### src/rtl/multi_square_object_pkg.sv
// Shared types and constants for the multi-object rectangle drawer.
package multi_square_object_pkg;

    localparam int OBJ_COORD_W = 11;
    localparam logic [7:0] TRANSPARENT_ENCODING = 8'hFF;

    typedef struct packed {
        logic [OBJ_COORD_W-1:0] x;
        logic [OBJ_COORD_W-1:0] y;
        logic                   visible;
        logic                   blink;
    } obj_entry_t;

    // Width of an index able to address n items; never narrower than one bit.
    function automatic int idx_width(input int n);
        return (n <= 1) ? 1 : $clog2(n);
    endfunction

endpackage

### src/rtl/object_bracket_cmp.sv
// Single-object inside test and offset computation (purely combinational).
// The bounds are compared one bit wider than the coordinates, so an object
// near the right/bottom screen edge does not wrap around to column/row 0.
module object_bracket_cmp #(
    parameter int COORD_W = 11,
    parameter int OBJ_W   = 32,
    parameter int OBJ_H   = 32
) (
    input  logic [COORD_W-1:0] pixel_x_i,
    input  logic [COORD_W-1:0] pixel_y_i,
    input  logic [COORD_W-1:0] obj_x_i,
    input  logic [COORD_W-1:0] obj_y_i,
    input  logic               en_i,
    output logic               hit_o,
    output logic [COORD_W-1:0] off_x_o,
    output logic [COORD_W-1:0] off_y_o
);

    logic [COORD_W:0] px_ext;
    logic [COORD_W:0] py_ext;
    logic [COORD_W:0] left_ext;
    logic [COORD_W:0] top_ext;
    logic [COORD_W:0] right_ext;
    logic [COORD_W:0] bottom_ext;

    assign px_ext     = {1'b0, pixel_x_i};
    assign py_ext     = {1'b0, pixel_y_i};
    assign left_ext   = {1'b0, obj_x_i};
    assign top_ext    = {1'b0, obj_y_i};
    assign right_ext  = left_ext + (COORD_W+1)'(OBJ_W);
    assign bottom_ext = top_ext + (COORD_W+1)'(OBJ_H);

    // Right and bottom edges are exclusive.
    assign hit_o = en_i
                && (px_ext >= left_ext) && (px_ext < right_ext)
                && (py_ext >= top_ext)  && (py_ext < bottom_ext);

    assign off_x_o = pixel_x_i - obj_x_i;
    assign off_y_o = pixel_y_i - obj_y_i;

endmodule

### src/rtl/multi_square_object.sv
// Draws NUM_OBJ same-size rectangles. Positions are double-buffered: writes
// land in a shadow set and are copied to the active set at frame start, so
// an object never tears mid-frame. Lowest index wins on overlap.
module multi_square_object
    import multi_square_object_pkg::*;
#(
    parameter int         NUM_OBJ      = 4,
    parameter int         COORD_W      = OBJ_COORD_W,
    parameter int         OBJ_W        = 32,
    parameter int         OBJ_H        = 32,
    parameter int         BLINK_FRAMES = 16,
    parameter logic [7:0] OBJECT_COLOR = 8'h5B,
    localparam int        IDX_W        = idx_width(NUM_OBJ)
) (
    input  logic               clk,
    input  logic               resetN,
    input  logic [COORD_W-1:0] pixelX,
    input  logic [COORD_W-1:0] pixelY,
    input  logic               startOfFrame,
    input  logic               wrEn,
    input  logic [IDX_W-1:0]   wrIdx,
    input  logic [COORD_W-1:0] wrX,
    input  logic [COORD_W-1:0] wrY,
    input  logic               wrVisible,
    input  logic               wrBlink,
    output logic               drawingRequest,
    output logic [IDX_W-1:0]   hitIdx,
    output logic [COORD_W-1:0] offsetX,
    output logic [COORD_W-1:0] offsetY,
    output logic [7:0]         RGBout
);

    localparam int CNT_W = idx_width(BLINK_FRAMES);

    obj_entry_t           shadow_q [NUM_OBJ];
    obj_entry_t           active_q [NUM_OBJ];
    logic [CNT_W-1:0]     blink_cnt_q;
    logic                 blink_phase_q;

    logic [NUM_OBJ-1:0]   eff;
    logic [NUM_OBJ-1:0]   hit;
    logic [COORD_W-1:0]   off_x [NUM_OBJ];
    logic [COORD_W-1:0]   off_y [NUM_OBJ];

    logic                 draw_d;
    logic [IDX_W-1:0]     hit_idx_d;
    logic [COORD_W-1:0]   off_x_d;
    logic [COORD_W-1:0]   off_y_d;

    logic                 draw_q;
    logic [IDX_W-1:0]     hit_idx_q;
    logic [COORD_W-1:0]   off_x_q;
    logic [COORD_W-1:0]   off_y_q;
    logic [7:0]           rgb_q;

    // Shadow writes and frame-start copy; the copy sees the pre-write shadow.
    always_ff @(posedge clk or negedge resetN) begin
        if (!resetN) begin
            for (int i = 0; i < NUM_OBJ; i++) begin
                shadow_q[i] <= '0;
                active_q[i] <= '0;
            end
        end else begin
            if (wrEn && (32'(wrIdx) < NUM_OBJ)) begin
                shadow_q[wrIdx] <= '{x: wrX, y: wrY, visible: wrVisible, blink: wrBlink};
            end
            if (startOfFrame) begin
                active_q <= shadow_q;
            end
        end
    end

    // Frame counter for the shared blink phase.
    always_ff @(posedge clk or negedge resetN) begin
        if (!resetN) begin
            blink_cnt_q   <= '0;
            blink_phase_q <= 1'b0;
        end else if (startOfFrame) begin
            if (32'(blink_cnt_q) == BLINK_FRAMES - 1) begin
                blink_cnt_q   <= '0;
                blink_phase_q <= ~blink_phase_q;
            end else begin
                blink_cnt_q   <= blink_cnt_q + 1'b1;
            end
        end
    end

    for (genvar g = 0; g < NUM_OBJ; g++) begin : g_obj
        assign eff[g] = active_q[g].visible && !(active_q[g].blink && blink_phase_q);

        object_bracket_cmp #(
            .COORD_W (COORD_W),
            .OBJ_W   (OBJ_W),
            .OBJ_H   (OBJ_H)
        ) u_cmp (
            .pixel_x_i (pixelX),
            .pixel_y_i (pixelY),
            .obj_x_i   (active_q[g].x),
            .obj_y_i   (active_q[g].y),
            .en_i      (eff[g]),
            .hit_o     (hit[g]),
            .off_x_o   (off_x[g]),
            .off_y_o   (off_y[g])
        );
    end

    // Priority encoder: scanning downwards lets the lowest hit index win.
    always_comb begin
        draw_d    = 1'b0;
        hit_idx_d = '0;
        off_x_d   = '0;
        off_y_d   = '0;
        for (int i = NUM_OBJ - 1; i >= 0; i--) begin
            if (hit[i]) begin
                draw_d    = 1'b1;
                hit_idx_d = IDX_W'(i);
                off_x_d   = off_x[i];
                off_y_d   = off_y[i];
            end
        end
    end

    // One-cycle output register feeding the bitmap ROM and RGB mux.
    always_ff @(posedge clk or negedge resetN) begin
        if (!resetN) begin
            draw_q    <= 1'b0;
            hit_idx_q <= '0;
            off_x_q   <= '0;
            off_y_q   <= '0;
            rgb_q     <= TRANSPARENT_ENCODING;
        end else begin
            draw_q    <= draw_d;
            hit_idx_q <= hit_idx_d;
            off_x_q   <= off_x_d;
            off_y_q   <= off_y_d;
            rgb_q     <= draw_d ? OBJECT_COLOR : TRANSPARENT_ENCODING;
        end
    end

    assign drawingRequest = draw_q;
    assign hitIdx         = hit_idx_q;
    assign offsetX        = off_x_q;
    assign offsetY        = off_y_q;
    assign RGBout         = rgb_q;

endmodule

### config.mk
export PLATFORM = sky130hd
export DESIGN_NAME = multi_square_object
export DESIGN_NICKNAME = d
export VERILOG_FILES = /design/src/rtl/multi_square_object_pkg.sv /design/src/rtl/object_bracket_cmp.sv /design/src/rtl/multi_square_object.sv
export SDC_FILE = /design/constraint.sdc
export NUM_CORES = 1
export LEC_CHECK = 0
export BUFFER_PORTS_ARGS = -buffer_cell sky130_fd_sc_hd__clkbuf_2
export CAP_MARGIN = 0
export CORE_ASPECT_RATIO = 0.7
export CORE_MARGIN = 2
export CORE_UTILIZATION = 35
export CTS_CLUSTER_SIZE = 25
export DETAILED_ROUTE_END_ITERATION = 10
export PLACE_DENSITY = 0.57
export SYNTH_ARGS = -nofsm -noshare
export SYNTH_HDL_FRONTEND = slang
export SYNTH_HIERARCHICAL = 1
export SYNTH_SLANG_ARGS = --single-unit
export TNS_END_PERCENT = 30
### constraint.sdc
create_clock -name clk -period 8.7 [get_ports clk]
set_clock_uncertainty 0.1 [all_clocks]
set_input_delay 1.74 -clock clk [delete_from_list [all_inputs] [get_ports clk]]
set_output_delay 1.74 -clock clk [all_outputs]
set_load 0.01 [all_outputs]
; ---- Yosys cells after proc, flatten, opt, wreduce, memory -nomap -nowiden
; Cells that the tools add are included.
; W data, S select, Z words.
[totals]
ff_bits = 230
output_inout_bits = 33
input_bits = 52
wordCells = 128
[classes]
n_eq_ne = 1
n_lt_le_gt_ge = 18
n_mux = 21
n_addsub = 17
bitwise_logic = 2
reduce_logical = 30
[op_table]
columns = op, n
row1 = $add A11 B6 Y12 const B, 8
row2 = $bwmux W96, 1
row3 = $lt A11 B12 Y1, 8
row4 = $ge A11 B11 Y1, 8
row5 = $mux W11, 8
row6 = $sub A11 B11 Y11, 8
row7 = $demux W24 S2, 1
row8 = $logic_and A1 B1 Y1, 25
row9 = $mux W24, 1
row10 = $mux W2, 4
row11 = $mux W8, 1
row12 = $add A4 B1 Y4 const B, 1
row13 = $eq A4 B4 Y1 const B, 1
row14 = $logic_not A1 Y1, 4
row15 = $mux W1, 4
row16 = $mux W4, 1
row17 = $ge A3 B3 Y1 const B, 1
row18 = $lt A3 B1 Y1 const B, 1
row19 = $not A2 Y3, 1
row20 = $reduce_and A2 Y1, 1
row21 = $not A1 Y1, 1

; ---- Depth between registers and ports, before layout
[depth]
ltp_word = 12
ltp_mapped = 15
ltp_nobuf = 13

; ---- Modules after synthesis
; The synthesis kept the hierarchy.
[by_module_without_submodules]
columns = module, instances, seq_area_each_um2, cells_per_inst, area_per_inst_um2
row1 = multi_square_object, 1, 5581.6, 552, 8598.2
row2 = object_bracket_cmp at g_obj[0].u_cmp ..., 2, 0.0, 199, 1471.4
row3 = object_bracket_cmp at g_obj[1].u_cmp, 1, 0.0, 228, 1606.5
row4 = object_bracket_cmp at g_obj[3].u_cmp, 1, 0.0, 222, 1567.8

; ---- Worst setup path before layout
; Ideal clock, no wire load.
[synth_path]
path_type = input-to-reg
from = in pixelX[0]
to = reg off_x_q[0] (netlist: offsetX[0])
required_time_ns = 8.522
n_path_buf = 1
setup_time_ns = 0.078
stages = 14
arrival_time_ns = 4.433
setup_slack_ns = 4.090
cell_sequence = inv_1 > ha_1 > inv_1 > fa_1 > a211oi_2 > o21bai_2 > o221a_2 > o211ai_1 > a21oi_1 > nor4_1 > nand2b_1 > clkbuf_1 > o22ai_1 > a21oi_1
[synth_between]
word_cells_on_any_way = 32
classes_between = 4 x add/sub / 8 x order compare / 4 x mux / 16 x reduce/logical
[synth_lines]
columns = item, line_no
row1 = start: declaration, multi_square_object.sv:17  ; input logic [COORD_W-1:0] pixelX,
row2 = $ge A11 B11 Y1, object_bracket_cmp.sv:35  ; && (px_ext >= left_ext) && (px_ext < right_ext)
row3 = $logic_and A1 B1 Y1, object_bracket_cmp.sv:35
row4 = $logic_and A1 B1 Y1 *, object_bracket_cmp.sv:35
row5 = $logic_and A1 B1 Y1 * (2 in series), object_bracket_cmp.sv:36  ; && (py_ext >= top_ext) && (py_ext < bottom_ext);
row6 = net hit[0], multi_square_object.sv:41  ; logic [NUM_OBJ-1:0] hit;
row7 = $mux W11 *, multi_square_object.sv:114  ; if (hit[i]) begin
row8 = net off_x_d[0], multi_square_object.sv:47  ; logic [COORD_W-1:0] off_x_d;
row9 = end signal: assignment, multi_square_object.sv:128  ; off_x_q <= '0;
row10 = end signal: assignment, multi_square_object.sv:134  ; off_x_q <= off_x_d;
row11 = end: declaration, multi_square_object.sv:52  ; logic [COORD_W-1:0] off_x_q;
; The timed path passes the listed nets; every way through them passes the cells marked *.
; A chain may end at the register's enable or synchronous reset.

; ---- Worst setup path after layout
[layout_path]
from = in pixelX[0]
to = reg off_x_q[10] (netlist: offsetX[10])
[layout_between]
elab_chain_cells = 9
word_cells_on_any_way = 32
classes_between = 4 x add/sub / 8 x order compare / 4 x mux / 16 x reduce/logical
[layout_lines]
columns = item, line_no
row1 = $ge A11 B11 Y1, object_bracket_cmp.sv:35
row2 = $logic_and A1 B1 Y1, object_bracket_cmp.sv:35
row3 = $logic_and A1 B1 Y1 *, object_bracket_cmp.sv:35
row4 = $logic_and A1 B1 Y1 * (2 in series), object_bracket_cmp.sv:36
row5 = net hit[3], multi_square_object.sv:41
row6 = $mux W11 * (4 in series), multi_square_object.sv:114
row7 = net off_x_d[10], multi_square_object.sv:47
; Marked as above.

==> flow_metrics.tcl <==
set metrics [dict create \
    cp_slowest_cell "nor2b_1" \
    arrival_ns 5.69 \
    ys.warnings.count 6 \
    clock_sinks 223 \
    tns_ns 0 \
    grt_first_pass_wirelength_um 64400 \
    required_ns 9.07 \
    mostFrequentLayoutCells "222 x dfrtp_1, 192 x mux2_2, 145 x ha_1, 139 x inv_1, 85 x a21oi_1" \
    totalWireLength_um 41200 \
    cts_resized 0 \
    area_delta_synth_final_pct 12.2 \
    die-area_um2 43700 \
    postCtsSetupBuffers 0 \
    fmax_mhz 188 \
    hold_buffers 0 \
    hold_depth 1 \
    ys_seq_area_frac 0.379 \
    avgSynthCellArea_um2 10.5 \
    core_um2 41300 \
    grt-ovfl-total 0 \
    place_worst_setup_slack_ns 2.90 \
    worstSetupPathType "input port to register" \
    cp_cell_sequence "clkbuf_2, inv_1, ha_1, inv_1, fa_1, a21o_1, a21oi_2, nor2b_1, o311ai_1, o21ai_0, nor4_1, nor2b_1, buf_4, a22oi_1, a21oi_1" \
    min_path_type "register to register" \
    firstDrtPassIters 5 \
    n_fill_cell 4015 \
    rsz0062_at_grt "false" \
    grt_pass1_vias 10900 \
    setup_viol 0 \
    synth_top_cell_by_area "dfrtp_1" \
    ys_seq_elements 223 \
    slowest_delay_ns 0.96 \
    netlist_instances 1400 \
    yosys.cell_types.count 75 \
    cp_max_fo 12 \
    power.density_nw_per_um2 265 \
    synthFlopType "dfrtp_1" \
    clockBufferDepth 3 \
    period_needed_ns 5.32 \
    synth_area_leaders "dfrtp_1 38%, mux2_2 15%, ha_1 12%" \
    maxCapViolations 0 \
    r2r_cells 13 \
    vias 11100 \
    dp_hpwl_um 31400 \
    hold_ws_ns 0.390 \
    root_buffer "clkbuf_16" \
    syn-cell-area_um2 14700 \
    final-max-slew-violation-count 0 \
    num_rows 62 \
    tightest_slew_ns 1.13 \
    p_leak_nw 7.50 \
    diodes 0 \
    io_buffers 79 \
    viasPerCell 5.46 \
    initial_utilization 0.357 \
    async_flop_share 1.00 \
    final_nets 1681 \
    grt_util_all_layers 0.189 \
    setup_slack_ns 3.38 \
    ant_nets 0 \
    synth_edf_count 0 \
    numCtsBuffers 25 \
    min_period_over_period 0.612 \
    htreeDepth 1 \
    design_area_um2 16500 \
    status "completed" \
    drive_gt1_frac 0.237 \
    cp-start-kind "input port" \
    fp.dieW_um 249 \
    cts_tree "built" \
    io_pins 85 \
    synth.top_cell.area_share 0.378 \
    peakVddDrop_mv 0.149 \
    grt_antenna_before_repair 1 \
    die_y_um 176 \
    mostFrequentLayoutCell "dfrtp_1" \
    grt_max_degree 85 \
    drt_iter0_drc 1014 \
    wl_per_cell_um 20.2 \
    drc_errors 0 \
    clk_pin_slew_ns 0.06 \
    hold_viol 0 \
    clock_latency_ns 0.56 \
    p_total_w 0.00438 \
    worstSetupEndpointType "register" \
    slew-limit-headroom 0.241 \
    place_congestion 0.930 \
    place_area_um2 15600 \
]
[cells in the mapped netlist, types with 8 or more instances]
cell	number
nor2_1	53
nand4_1	12
dfrtp_1	222
buf_2	17
nor4_1	9
inv_1	139
nand3_1	54
o21a_1	17
mux2_2	192
a211oi_1	15
nor2b_1	19
xnor2_1	70
a21o_1	21
a21oi_1	85
fa_1	8
o22ai_1	22
o21ai_0	39
clkbuf_1	11
ha_1	145
nor3_1	27
nand2_1	25
and3_1	8
o211ai_1	9
xor2_1	16
buf_4	11
a22oi_1	22
[worst max-delay path: cells and delay by family]
kind / cells / cell delay, ns
buffers and inverters: 4 / 0.59
adders and majority gates: 2 / 0.56
AOI/OAI and AO/OA: 6 / 1.16
and+or+nand+nor: 3 / 1.65
[power breakdown]
part | internal [W] | switching (W) | total (W)
Combinational | 0.000780 | 0.00101 | 0.00179
Sequential | 0.00128 | 0.000190 | 0.00147
Clock | 0.000660 | 0.000459 | 0.00112
[layer usage]
metal  vias up  track usage  routed length, um
li1       5230            -                  -
met1      5543        0.311              22300
met2       310        0.249              15400
met3        41       0.0354               2750
met4         2       0.0341                674
met5         -            0                 10
[sequential cells by signal, summed over array words and instances (netlist names)]
register / flops
RGBout: 1
active_q: 96
blink_cnt_q: 4
blink_phase_q: 1
drawingRequest: 1
hitIdx: 2
offsetX: 11
offsetY: 11
shadow_q: 96
[final timing paths]
kind / start / to / slack (ns)
max: pixelX[0] / offsetX[10] / 3.38
max reg2reg: active_q[13] / offsetX[10] / 4.38
min: shadow_q[80] / shadow_q[80] / 0.39
min in group asynchronous: resetN / blink_cnt_q[1] / 1.06
max in group asynchronous: resetN / offsetX[9] / 6.03
min reg2reg: shadow_q[80] / shadow_q[80] / 0.39
[layout make-up]
type                            instances  area (um^2)  area share
Multi-Input combinational cell       1000         8400       0.509
Clock inverter                         13          173      0.0105
Sequential cell                       223         5580       0.338
Clock buffer                           33          696      0.0421
Inverter                              140          526      0.0318
Tap cell                              544          681      0.0412
Timing Repair Buffer                   86          460      0.0279
[per-stage QoR]
stage / std cells / utilization
global route: 2039 / 0.400
floorplan: 1404 / -
global placement: 1993 / 0.379
CTS: 2039 / 0.400
finish: 2039 / 0.400
detailed placement: 1993 / 0.379
[kinds of logic after synthesis]
| group | count (synthesis) | synth area share |
|---|---|---|
| AO/OA/AOI/OAI | 303 | 0.139 |
| AND/OR/NAND/NOR | 258 | 0.0958 |
| XOR/XNOR | 86 | 0.0512 |
| buffers and inverters | 181 | 0.0514 |
| adder cells (fa/ha/maj) | 153 | 0.134 |
| multiplexers | 195 | 0.149 |
| flip-flops | 223 | 0.379 |
| other | 1 | 0.000255 |
(Power assumes the default switching activity.)
